File: config.mk
export PLATFORM = sky130hd
export DESIGN_NAME = pipe_ctrl
export DESIGN_NICKNAME = d
export VERILOG_FILES = /design/src/rtl/pipe_ctrl.sv
export SDC_FILE = /design/constraint.sdc
export NUM_CORES = 1
export LEC_CHECK = 0
export BUFFER_PORTS_ARGS = -buffer_cell sky130_fd_sc_hd__buf_2
export CAP_MARGIN = 20
export CORE_MARGIN = 2
export CORE_UTILIZATION = 30
export CTS_CLUSTER_SIZE = 20
export DETAILED_ROUTE_END_ITERATION = 8
export PLACE_DENSITY = 0.53
export SETUP_SLACK_MARGIN = 0.15
export SYNTH_ARGS = -nofsm -noshare
export SYNTH_HDL_FRONTEND = slang
export SYNTH_SLANG_ARGS = --single-unit
export TNS_END_PERCENT = 10
File: constraint.sdc
create_clock -name clk -period 3.95 [get_ports clk]
set_input_delay 0.5925 -clock clk [delete_from_list [all_inputs] [get_ports clk]]
set_output_delay 0.5925 -clock clk [all_outputs]
set_load 0.02 [all_outputs]
File: src/rtl/pipe_ctrl.sv
// rtl/pipe_ctrl.sv - run-mode FSM, execute latency counter and pipeline register update codes
//
// Parameters:
//   NSTAGE  number of pipeline boundary registers (2..8), 0 = fetch/decode side
//   HZ_IDX  register that takes the bubble on hazard/redirect (1..NSTAGE-1)
//   LAT_W   width of ex_wait and the latency counter
// Ports:
//   clk, rst              clock, synchronous active-high reset
//   start_req             host start pulse
//   load_done, load_ack   program load complete / ack byte sent (both needed to enter EXEC)
//   stop_in               stop instruction at execute
//   ex_wait[LAT_W]        extra cycles the current execute instruction needs
//   ex_busy               execute unit busy
//   hazard, redirect      decode data hazard / execute-resolved control transfer
//   mode[2]               0 IDLE, 1 LOAD, 2 EXEC, 3 STOP
//   update[2*NSTAGE]      per-register code: 00 hold, 01 advance, 10 clear/bubble
//   ex_done               execute completes this cycle (combinational)
//   ex_start              ex_done registered (EXEC only)
//   lat[LAT_W]            latency counter
// Optional build macro PIPE_CTRL_PERF_CNT_EN adds cyc_cnt, ret_cnt, stall_cnt (32 bit each).
module pipe_ctrl #(
  parameter int NSTAGE = 3,
  parameter int HZ_IDX = 1,
  parameter int LAT_W  = 5
) (
  input  logic                  clk,
  input  logic                  rst,
  input  logic                  start_req,
  input  logic                  load_done,
  input  logic                  load_ack,
  input  logic                  stop_in,
  input  logic [LAT_W-1:0]      ex_wait,
  input  logic                  ex_busy,
  input  logic                  hazard,
  input  logic                  redirect,
  output logic [1:0]            mode,
  output logic [2*NSTAGE-1:0]   update,
  output logic                  ex_done,
  output logic                  ex_start,
  output logic [LAT_W-1:0]      lat
`ifdef PIPE_CTRL_PERF_CNT_EN
  ,
  output logic [31:0]           cyc_cnt,
  output logic [31:0]           ret_cnt,
  output logic [31:0]           stall_cnt
`endif
);

  typedef enum logic [1:0] {
    S_IDLE = 2'd0,
    S_LOAD = 2'd1,
    S_EXEC = 2'd2,
    S_STOP = 2'd3
  } state_t;

  localparam logic [1:0]       UPD_HOLD = 2'b00;
  localparam logic [1:0]       UPD_ADV  = 2'b01;
  localparam logic [1:0]       UPD_CLR  = 2'b10;
  localparam logic [LAT_W-1:0] LAT_ONE  = {{(LAT_W-1){1'b0}}, 1'b1};

  state_t state, state_nxt;

  always_ff @(posedge clk) begin
    if (rst) state <= S_IDLE;
    else     state <= state_nxt;
  end

  always_comb begin
    state_nxt = state;
    case (state)
      S_IDLE:  if (start_req)             state_nxt = S_LOAD;
      S_LOAD:  if (load_done && load_ack) state_nxt = S_EXEC;
      S_EXEC:  if (stop_in)               state_nxt = S_STOP;
      S_STOP:  if (start_req)             state_nxt = S_IDLE;
      default:                            state_nxt = S_IDLE;
    endcase
  end

  assign mode    = state;
  assign ex_done = (lat == ex_wait) && !ex_busy;

  // lat saturates at ex_wait; if ex_wait drops below lat it simply holds
  // until the instruction (and its ex_wait) changes.
  always_ff @(posedge clk) begin
    if (rst) begin
      lat      <= '0;
      ex_start <= 1'b0;
    end else begin
      ex_start <= 1'b0;
      case (state)
        S_EXEC: begin
          ex_start <= ex_done;
          if (ex_done)             lat <= '0;
          else if (lat < ex_wait)  lat <= lat + LAT_ONE;
        end
        S_STOP: if (start_req)     lat <= '0;
        default: ;
      endcase
    end
  end

  // Redirect flushes everything younger than HZ_IDX except register 0, which
  // advances to load the redirected fetch. Hazard freezes the front end and
  // drops a bubble into HZ_IDX; redirect takes precedence below HZ_IDX.
  always_comb begin
    update = '0;
    for (int i = 0; i < NSTAGE; i++) begin
      if (state != S_EXEC)       update[2*i +: 2] = UPD_CLR;
      else if (!ex_done)         update[2*i +: 2] = UPD_HOLD;
      else if (i < HZ_IDX) begin
        if (redirect)            update[2*i +: 2] = (i == 0) ? UPD_ADV : UPD_CLR;
        else if (hazard)         update[2*i +: 2] = UPD_HOLD;
        else                     update[2*i +: 2] = UPD_ADV;
      end
      else if (i == HZ_IDX)      update[2*i +: 2] = (hazard || redirect) ? UPD_CLR : UPD_ADV;
      else                       update[2*i +: 2] = UPD_ADV;
    end
  end

`ifdef PIPE_CTRL_PERF_CNT_EN
  always_ff @(posedge clk) begin
    if (rst || (state == S_IDLE && start_req)) begin
      cyc_cnt   <= '0;
      ret_cnt   <= '0;
      stall_cnt <= '0;
    end else if (state == S_EXEC) begin
      cyc_cnt <= cyc_cnt + 32'd1;
      if (ex_done)                        ret_cnt   <= ret_cnt + 32'd1;
      if (ex_done && hazard && !redirect) stall_cnt <= stall_cnt + 32'd1;
    end
  end
`endif

endmodule

Word level (Yosys, flattened, before mapping) --
Cells that the tools add are included.
Operators by class: add/subtract/negate cells 1, order comparisons 1, equality and inequality tests 10, mux-type cells 18, bitwise logic cells 1, reductions and logical operators 9
Operators by type and width (number):
- $mux W2 | 9
- $mux W5 | 3
- $ne A2 B2 Y1 const B | 5
- $pmux W5 S2 | 1
- $pmux W2 S4 | 1
- $add A5 B1 Y5 const B | 1
- $eq A5 B5 Y1 | 1
- $lt A5 B5 Y1 | 1
- $eq A2 B2 Y1 const B | 2
- $mux W1 | 4
- $reduce_and A4 Y1 | 1
- $ne A3 B3 Y1 const B | 1
- $reduce_and A3 Y1 | 1
- $eq A2 B1 Y1 const B | 1
- $logic_and A1 B1 Y1 | 2
- $logic_not A2 Y1 | 1
- $reduce_bool A2 Y1 | 1
- $reduce_or A2 Y1 | 1
- $logic_not A1 Y1 | 1
- $logic_or A1 B1 Y1 | 1
- $not A1 Y1 | 1
Word-level totals: register bits 8, input port bits 14, output and inout bits 15

Longest topological paths before layout --
Gate-level depths: netlist (run 1).
depth in word-level cells 4, depth in mapped cells 8

Worst setup path after synthesis (run 1) --
Ideal clock, no wire load.
kind input port to output port, from in ex_wait[4], to out update[2], data arrival time 1914 ps, setup slack 1444 ps, stages 7, buffers on the path 0, cells stage by stage inv_1 > ha_1 > and3_4 > nand2_1 > inv_2 > nand2_1 > nor3_1
On the way: longest elaborated chain between the ends 4
Ends and longest elaborated chain:
- from (decl) | line 32 | input logic [LAT_W-1:0] ex_wait,
- $eq A5 B5 Y1 | line 80 | assign ex_done = (lat == ex_wait) && !ex_busy;
- $logic_and A1 B1 Y1 | line 80
- named net ex_done | line 38 | output logic ex_done,
- $mux W2 | line 109 | else if (!ex_done) update[2*i +: 2] = UPD_HOLD;
- $mux W2 | line 108 | if (state != S_EXEC) update[2*i +: 2] = UPD_CLR;
- to (decl) | line 37 | output logic [2*NSTAGE-1:0] update,
The timed path passes the listed nets, and every way through them passes these cells.

Worst setup path in the final report (run 1) --
from in ex_wait[4], to out update[2]
On the way: longest elaborated chain between the ends 4
Ends and longest elaborated chain (line):
- $eq A5 B5 Y1 | 80
- $logic_and A1 B1 Y1 | 80
- $mux W2 | 109
- $mux W2 | 108
No other way between the ends.

==> results of run 1 <==
==> report_power, final <==
part           internal, mW  switching (mW)
registers             0.103          0.0254
logic                 0.101           0.141
clock network        0.0348          0.0279
==> worst max path at each step <==
stage	slack (ns)	to	from	cells past startpoint
global route	1.31	update[2]	lat[0]	8
finish	1.50	update[2]	ex_wait[4]	9
detailed placement	1.50	update[2]	ex_wait[4]	9
floorplan	1.44	update[2]	ex_wait[4]	7
global placement	1.55	update[2]	ex_wait[4]	9
CTS	1.49	update[2]	ex_wait[4]	9
==> state kept, by name, summed over array words and instances (netlist names) <==
signal and flops:
mode 2, lat 5, ex_start 1
==> layout make-up <==
type	instances	area (um^2)
sequential	8	160
fill	212	1160
multi-input combinational	57	437
clock buffer	3	22.5
timing repair buffer	28	140
tap	27	33.8
inverter	12	45.0
==> logic make-up after synthesis <==
logic type,after synthesis,share of synthesized area (%)
adders and majority gates,11,21.1
muxes,3,4.60
AOI/OAI and AO/OA,18,22.0
and+or+nand+nor,25,19.2
buffers and inverters,14,8.62
DFF,8,24.5
==> worst max-delay path: stages <==
cell and delay, ns:
buf_2 0.08, inv_1 0.03, ha_1 0.30, and3_4 0.19, nand2_1 0.11, inv_2 0.12
nand2_1 0.10, nor3_1 0.13, buf_2 0.19
==> placed cells by master (no fill, tap or decap), drive strengths merged <==
cell / instances
a21o: 1
nor2b: 2
dfxtp: 8
a21bo: 2
or2: 1
a2bb2oi: 1
buf: 28
nor2: 8
a221oi: 1
clkbuf: 3
ha: 11
mux2i: 3
nand2: 5
o41ai: 1
a21oi: 2
nand4: 1
and3: 1
nand3: 2
o22a: 3
inv: 12
o21ai: 5
a2111oi: 1
and3b: 1
nand2b: 1
nor3: 3
a31oi: 1
==> per-layer routing <==
layer,GRT usage [%],vias up,part of all wire (%)
met3,6.25,0,6.2
li1,-,333,-
met4,2.70,0,0
met5,0,-,0
met2,20.8,15,48
met1,15.3,290,46
==> per-stage QoR <==
stage               util (%)  instances  hold slack, ns  instance area, um^2  power (mW)
floorplan                  -         79           0.580                  653       0.310
global placement        40.8        132           0.534                  816       0.375
detailed placement      40.8        132           0.536                  816       0.376
CTS                     41.9        135           0.548                  838       0.444
global route            41.9        135           0.578                  838       0.482
finish                  41.9        135           0.538                  838       0.433
==> flow_summary.yaml, run 1 <==
clock_tree:
  cts_tree: "built"
  post_cts_buffers: 0
  clock-sinks: 8
  cts.hold.buffers_added: 0
  numCtsBuffers: 3
  root_buffer: "clkbuf_4"
  cts_resized: 0
  htree_num_levels: 1
  path_clk_slew_ns: 0.06
  insertion_delay_ns: 0.25
  cts_buffer_depth: 2
timing:
  fin_setup_tns_ns: 0
  final-max-slew-violation-count: 0
  slew_headroom_pct: 74.7
  layout_min_cycle_time_ns: 2.45
  rsz0062_at_grt: "false"
  fin_ws_ns: 1.50
  hold_viol: 0
  setup_viol: 0
  period_share_pct: 62.0
  fmax_ghz: 0.408
  clock_skew_ns: 0.00666
  tightest_slew_ns: 0.377
setup_path:
  reg2reg_depth: 8
  arrival_ns: 1.86
  endpoint_kind: "output port"
  critical_path.max_fanout: 5
  required_ns: 3.36
  regToRegEndpoint: "lat[4]"
  reg2reg_from: "lat[0]"
  critPathLaunchType: "input port"
  crit_type: "input port to output port"
  r2r_slack_ns: 2.13
route:
  drc: 0
  final_antenna_net_count: 0
  route.detailed.wl_per_inst_um: 10.2
  first_iter_violations: 8
  routed_wl_um: 1380
  dr_total_vias: 638
  drt-pass1-iter-count: 3
  routed_via_density: 4.73
yosys:
  synthCells: 79
  syn_area_per_cell_um2: 8.27
  synth_warnings: 0
  async_flop_share_pct: 0
  syn_area_um2: 653
  synth_cell_types: 29
  synthFlopType: "dfxtp_1"
  synth-seq-cells: 8
  ys_seq_area_share_pct: 24.5
  synth_edf_count: 0
  synth_top_area_share_pct: 24.5
  synth_top_area_cell: "dfxtp_1"
  synth_common_cells: "ha_1, inv_1, dfxtp_1, nor2_1, nand2_1"
  synthTopCellsByArea: "dfxtp_1, ha_1, inv_1, mux2i_1, nor2_1"
  syn-num-nets: 104
floorplanning:
  rows: 16
  num_io_pins: 29
  die_y_um: 50.7
  die_x_um: 50.7
  start_util_pct: 32.6
  die-area_mm2: 0.00257
  core_area_mm2: 0.00200
global_route:
  antenna_found_initial: 0
  track_usage_pct: 12.8
  grt_pass1_wl_um: 2470
  grt_pass1_vias: 591
  gr-total-overflow: 0
  grt_max_degree: 10
layout:
  final_net_count: 135
  syn_to_final_growth_pct: 28.4
  drive_above_1_share_pct: 35.2
  antenna_cells: 0
power_and_ir_drop:
  ir_worst_vdd_v: 0.000255
  p_leak_nw: 0.442
  power.density_mw_per_mm2: 516
run_status:
  status: "completed"
hold_path:
  min_to: "lat[1]"
  holdCritStartpoint: "lat[1]"
  hold_depth: 2
  hold_class: "register to register"
placed_design:
  dp_hpwl_um: 1190
  dp_slack_ns: 1.50
  io_buffers: 28
  routabilityCongestion: 0.837
flow_run:
  cap_violations: 0
(Power assumes the default switching activity.)
==> run 2: changes to the inputs <==
==> constraint.sdc (replaced) <==
create_clock -name clk -period 2.35 [get_ports clk]
set_input_delay 0.3525 -clock clk [delete_from_list [all_inputs] [get_ports clk]]
set_output_delay 0.3525 -clock clk [all_outputs]
set_load 0.02 [all_outputs]
==> run 2 against run 1 <==
Effect of this change:
- critical path depth fell by 1
- die area did not move
- sequential share of layout area fell by 0.33 points
- clock skew barely moved
- register-to-register slack got worse by 1.6 ns
- clock-buffer cell count did not move
- sequential power rose by 70%
- clock power rose by 68%
- critical path type is now register to output port
- largest cell class unchanged
- largest power group unchanged
- highest routed layer unchanged
==> flow_summary.yaml, run 2 (same netlist as run 1, synthesis figures left out) <==
global_route:
  gr-total-overflow: 0
  antenna_found_initial: 0
  grt_pass1_wl_um: 2470
  track_usage_pct: 12.8
  grt_pass1_vias: 591
  grt_max_degree: 10
clock_tree:
  insertion_delay_ns: 0.25
  numCtsBuffers: 3
  root_buffer: "clkbuf_4"
  cts_buffer_depth: 2
  cts_tree: "built"
  clock-sinks: 8
  cts.hold.buffers_added: 0
  htree_num_levels: 1
  path_clk_slew_ns: 0.06
route:
  route.detailed.wl_per_inst_um: 10.4
  first_iter_violations: 10
  dr_total_vias: 649
  routed_wl_um: 1420
  drt-pass1-iter-count: 4
  routed_via_density: 4.77
  final_antenna_net_count: 0
  drc: 0
timing:
  clock_skew_ns: 0.00644
  final-max-slew-violation-count: 0
  rsz0062_at_grt: "false"
  fmax_ghz: 0.495
  layout_min_cycle_time_ns: 2.02
  setup_viol: 0
  slew_headroom_pct: 74.9
  tightest_slew_ns: 0.373
  whs_ns: 0.389
  fin_setup_tns_ns: 0
  fin_ws_ns: 0.330
  hold_viol: 0
  period_share_pct: 86.0
layout:
  final_cell_mix: "buf_2, inv_1, ha_1, nor2_1, dfxtp_1"
  instances_no_fill: 136
  antenna_cells: 0
  final_net_count: 136
  drive_above_1_share_pct: 38.5
  largest_reg_flops: 5
  syn_to_final_growth_pct: 31.6
  fill_cells: 216
  fin_util_pct: 42.9
  regMostFlops: "lat"
  final_common_cell: "buf_2"
setup_path:
  required_ns: 2.00
  critical_path.max_fanout: 6
  startpoint: "lat[0]"
  arrival_ns: 1.67
  endpoint_kind: "output port"
  crit_type: "register to output port"
  reg2reg_from: "lat[0]"
  critPathLaunchType: "register"
flow_run:
  cap_violations: 0
power_and_ir_drop:
  p_leak_nw: 0.450
  ir_worst_vdd_v: 0.000429
  power.density_mw_per_mm2: 853
floorplanning:
  rows: 16
  num_io_pins: 29
  die_y_um: 50.7
  die_x_um: 50.7
  core_area_mm2: 0.00200
  start_util_pct: 32.6
  die-area_mm2: 0.00257
placed_design:
  dp_hpwl_um: 1190
  placed_cells: 132
  io_buffers: 28
  routabilityCongestion: 0.837
  dp_slack_ns: 0.380
hold_path:
  hold_class: "input port to register"
  holdCritStartpoint: "rst"
run_status:
  status: "completed"
-- run 2: cell types whose count changed in the layout (fill, tap and decap cells not counted) --
cell / change
nand2_2: +1
buf_2: -2
nor3_2: +1
dfxtp_1: -1
dfxtp_2: +1
nor3_1: -1
buf_4: +3
nand2_1: -1
-- run 2: worst paths after layout --
path	depth (start not counted)	slack (ns)	end
setup / recovery	8	0.33	update[0]
hold / removal	2	0.39	ex_start
setup reg to reg	9	0.53	lat[4]
hold reg to reg	1	0.51	lat[0]
-- run 2: metrics by stage --
stage	total power, mW	area, um^2
6_report	0.734	860
5_1_grt	0.815	860
4_1_cts	0.746	838
3_5_place_dp	0.632	816
3_3_place_gp	0.631	816
2_1_floorplan	0.521	653
-- run 2: metal layers --
layer	vias up	part of all wire [%]	GRT usage, %	wire [um]
met5	-	0	0	0
met4	0	0	2.70	0
met3	0	6.1	6.25	87
met2	17	48	20.8	687
met1	299	45	15.3	644
li1	333	-	-	-
-- run 2: area by class of cell --
type	count	area, um^2	share of cell area, %
multi-input cells	57	444	51.7
flip-flops and latches	8	161	18.8
repair buffers	29	153	17.8
inverters	12	45.0	5.24
well taps	27	33.8	3.93
clock buffers	3	22.5	2.62
-- run 2: power breakdown --
part / switching [mW] / total (mW) / internal [mW]
sequential: 0.0430 / 0.217 / 0.174
clock: 0.0466 / 0.105 / 0.0584
combinational: 0.240 / 0.411 / 0.171
total: 0.330 / 0.734 / 0.404
-- run 2: critical path: stages (launching register included) --
cell and delay (ns):
dfxtp_2 0.37, inv_1 0.05, ha_1 0.26, and3b_1 0.17, nand2_2 0.09, inv_2 0.07
nand2_1 0.10, a21oi_1 0.14, buf_4 0.16
-- run 2: repair_timing --
item	CTS	global route
setup endpoints to repair	0	3
gates resized for setup	0	5
buffers inserted	0	1
==> run 3: changes to the inputs <==
--- a/config.mk
+++ b/config.mk
@@ -11,7 +11,6 @@
 export CORE_UTILIZATION = 30
 export CTS_CLUSTER_SIZE = 20
 export DETAILED_ROUTE_END_ITERATION = 8
-export PLACE_DENSITY = 0.53
 export SETUP_SLACK_MARGIN = 0.15
 export SYNTH_ARGS = -nofsm -noshare
 export SYNTH_HDL_FRONTEND = slang
==> run 3 against run 2 <==
Effect of this change:
- die area stayed put
- wire length up 9.9%
- register-to-register slack worse by 0.02 ns
==> flow_summary.yaml, run 3 (same netlist as run 1, synthesis figures left out) <==
run_status:
  status: "completed"
timing:
  final-max-slew-violation-count: 0
  tightest_slew_ns: 0.347
  setup_viol: 0
  clock_skew_ns: 0.000496
  slew_headroom_pct: 76.7
  whs_ns: 0.395
  fin_ws_ns: 0.297
  hold_viol: 0
  rsz0062_at_grt: "false"
  period_share_pct: 87.4
  fin_setup_tns_ns: 0
  fmax_ghz: 0.487
  layout_min_cycle_time_ns: 2.05
setup_path:
  reg2reg_depth: 8
  reg2reg_from: "lat[1]"
  critPathLaunchType: "register"
  required_ns: 2.00
  arrival_ns: 1.70
  critical_path.max_fanout: 5
  endpoint_kind: "output port"
  regToRegEndpoint: "lat[2]"
  crit_type: "register to output port"
  r2r_slack_ns: 0.51
layout:
  final_common_cell: "buf_2"
  regMostFlops: "lat"
  drive_above_1_share_pct: 37.6
  syn_to_final_growth_pct: 30.8
  regArea_um2: 161
  final_cell_mix: "buf_2, inv_1, ha_1, nor2_1, dfxtp_1"
  antenna_cells: 0
  largest_reg_flops: 5
  fill_cells: 231
  final_cell_area_um2: 855
  multiInputGateArea_um2: 442
  final_net_count: 136
route:
  routed_wl_um: 1560
  first_iter_violations: 3
  met1_length_um: 713
  routed_via_density: 4.71
  dr_total_vias: 641
  dr_wl_met2_um: 730
  wl_met3_um: 76
  routed.top_layer: "met4"
  final_antenna_net_count: 0
  drc: 0
  drt-pass1-iter-count: 4
  route.detailed.wl_per_inst_um: 11.5
floorplanning:
  die_x_um: 50.7
  die_y_um: 50.7
  core_area_mm2: 0.00200
  die-area_mm2: 0.00257
  rows: 16
  start_util_pct: 32.6
  num_io_pins: 29
clock_tree:
  insertion_delay_ns: 0.26
  root_buffer: "clkbuf_4"
  numCtsBuffers: 3
  clock-sinks: 8
  cts_tree: "built"
  cts_buffer_depth: 2
  path_clk_slew_ns: 0.06
  htree_num_levels: 1
global_route:
  grt_max_degree: 10
  antenna_found_initial: 0
  grt_pass1_wl_um: 2570
  grt_pass1_vias: 613
  track_usage_pct: 13.5
  gr-total-overflow: 0
power_and_ir_drop:
  p_leak_nw: 0.449
  power.density_mw_per_mm2: 863
  total_power_uw: 738
  ir_worst_vdd_v: 0.000376
flow_run:
  cap_violations: 0
hold_path:
  hold_class: "input port to register"
  holdCritStartpoint: "rst"
  hold_depth: 2
  min_to: "ex_start"
placed_design:
  dp_hpwl_um: 1230
  routabilityCongestion: 0.805
  place_area_um2: 816
  io_buffers: 28
  dp_slack_ns: 0.381
-- run 3: how the worst max path moves through the flow --
stage                     from   endpoint  slack (ns)  cells after the start
finish                  lat[3]  update[2]        0.30                      7
global route            lat[0]  update[2]        0.13                      8
CTS                     lat[0]  update[2]        0.17                      8
detailed placement  ex_wait[4]  update[2]        0.38                      9
global placement    ex_wait[4]  update[2]        0.44                      9
floorplan               lat[0]  update[2]        0.23                      7
-- run 3: stage by stage --
step                      utilization, %  std cells
after floorplan                        -         79
after global placement              40.8        132
after detailed placement            40.8        132
after CTS                           41.9        135
after global routing                42.7        136
final                               42.7        136
-- run 3: area by class of cell --
type / instances / share of cell area, %
repair buffers: 29 / 17.6
multi-input cells: 57 / 51.7
clock buffers: 3 / 2.64
inverters: 12 / 5.27
well taps: 27 / 3.95
flip-flops and latches: 8 / 18.9
-- run 3: critical path, stage by stage (launching register included) --
cell and delay (ns):
dfxtp_1 0.35, ha_1 0.31, and3_4 0.19, nand2_1 0.10, inv_2 0.07, nand2_1 0.11, nor3_2 0.13, buf_2 0.18
-- run 3: metal layers --
| layer | vias up | track usage (%) |
|---|---|---|
| li1 | 333 | - |
| met1 | 285 | 15.1 |
| met2 | 19 | 23.0 |
| met3 | 4 | 3.27 |
| met4 | 0 | 8.11 |
| met5 | - | 0 |
-- run 3: timing repair --
| item | CTS | global route |
|---|---|---|
| hold buffers | 0 | 0 |
| buffers inserted | 0 | 1 |
| setup endpoints to repair | 0 | 3 |
| gates resized for setup | 0 | 3 |
-- run 3: report_power, final --
part           leakage, nW  internal [mW]  switching [mW]
logic                0.370          0.171           0.238
registers           0.0656          0.174          0.0457
clock network       0.0138         0.0587          0.0502
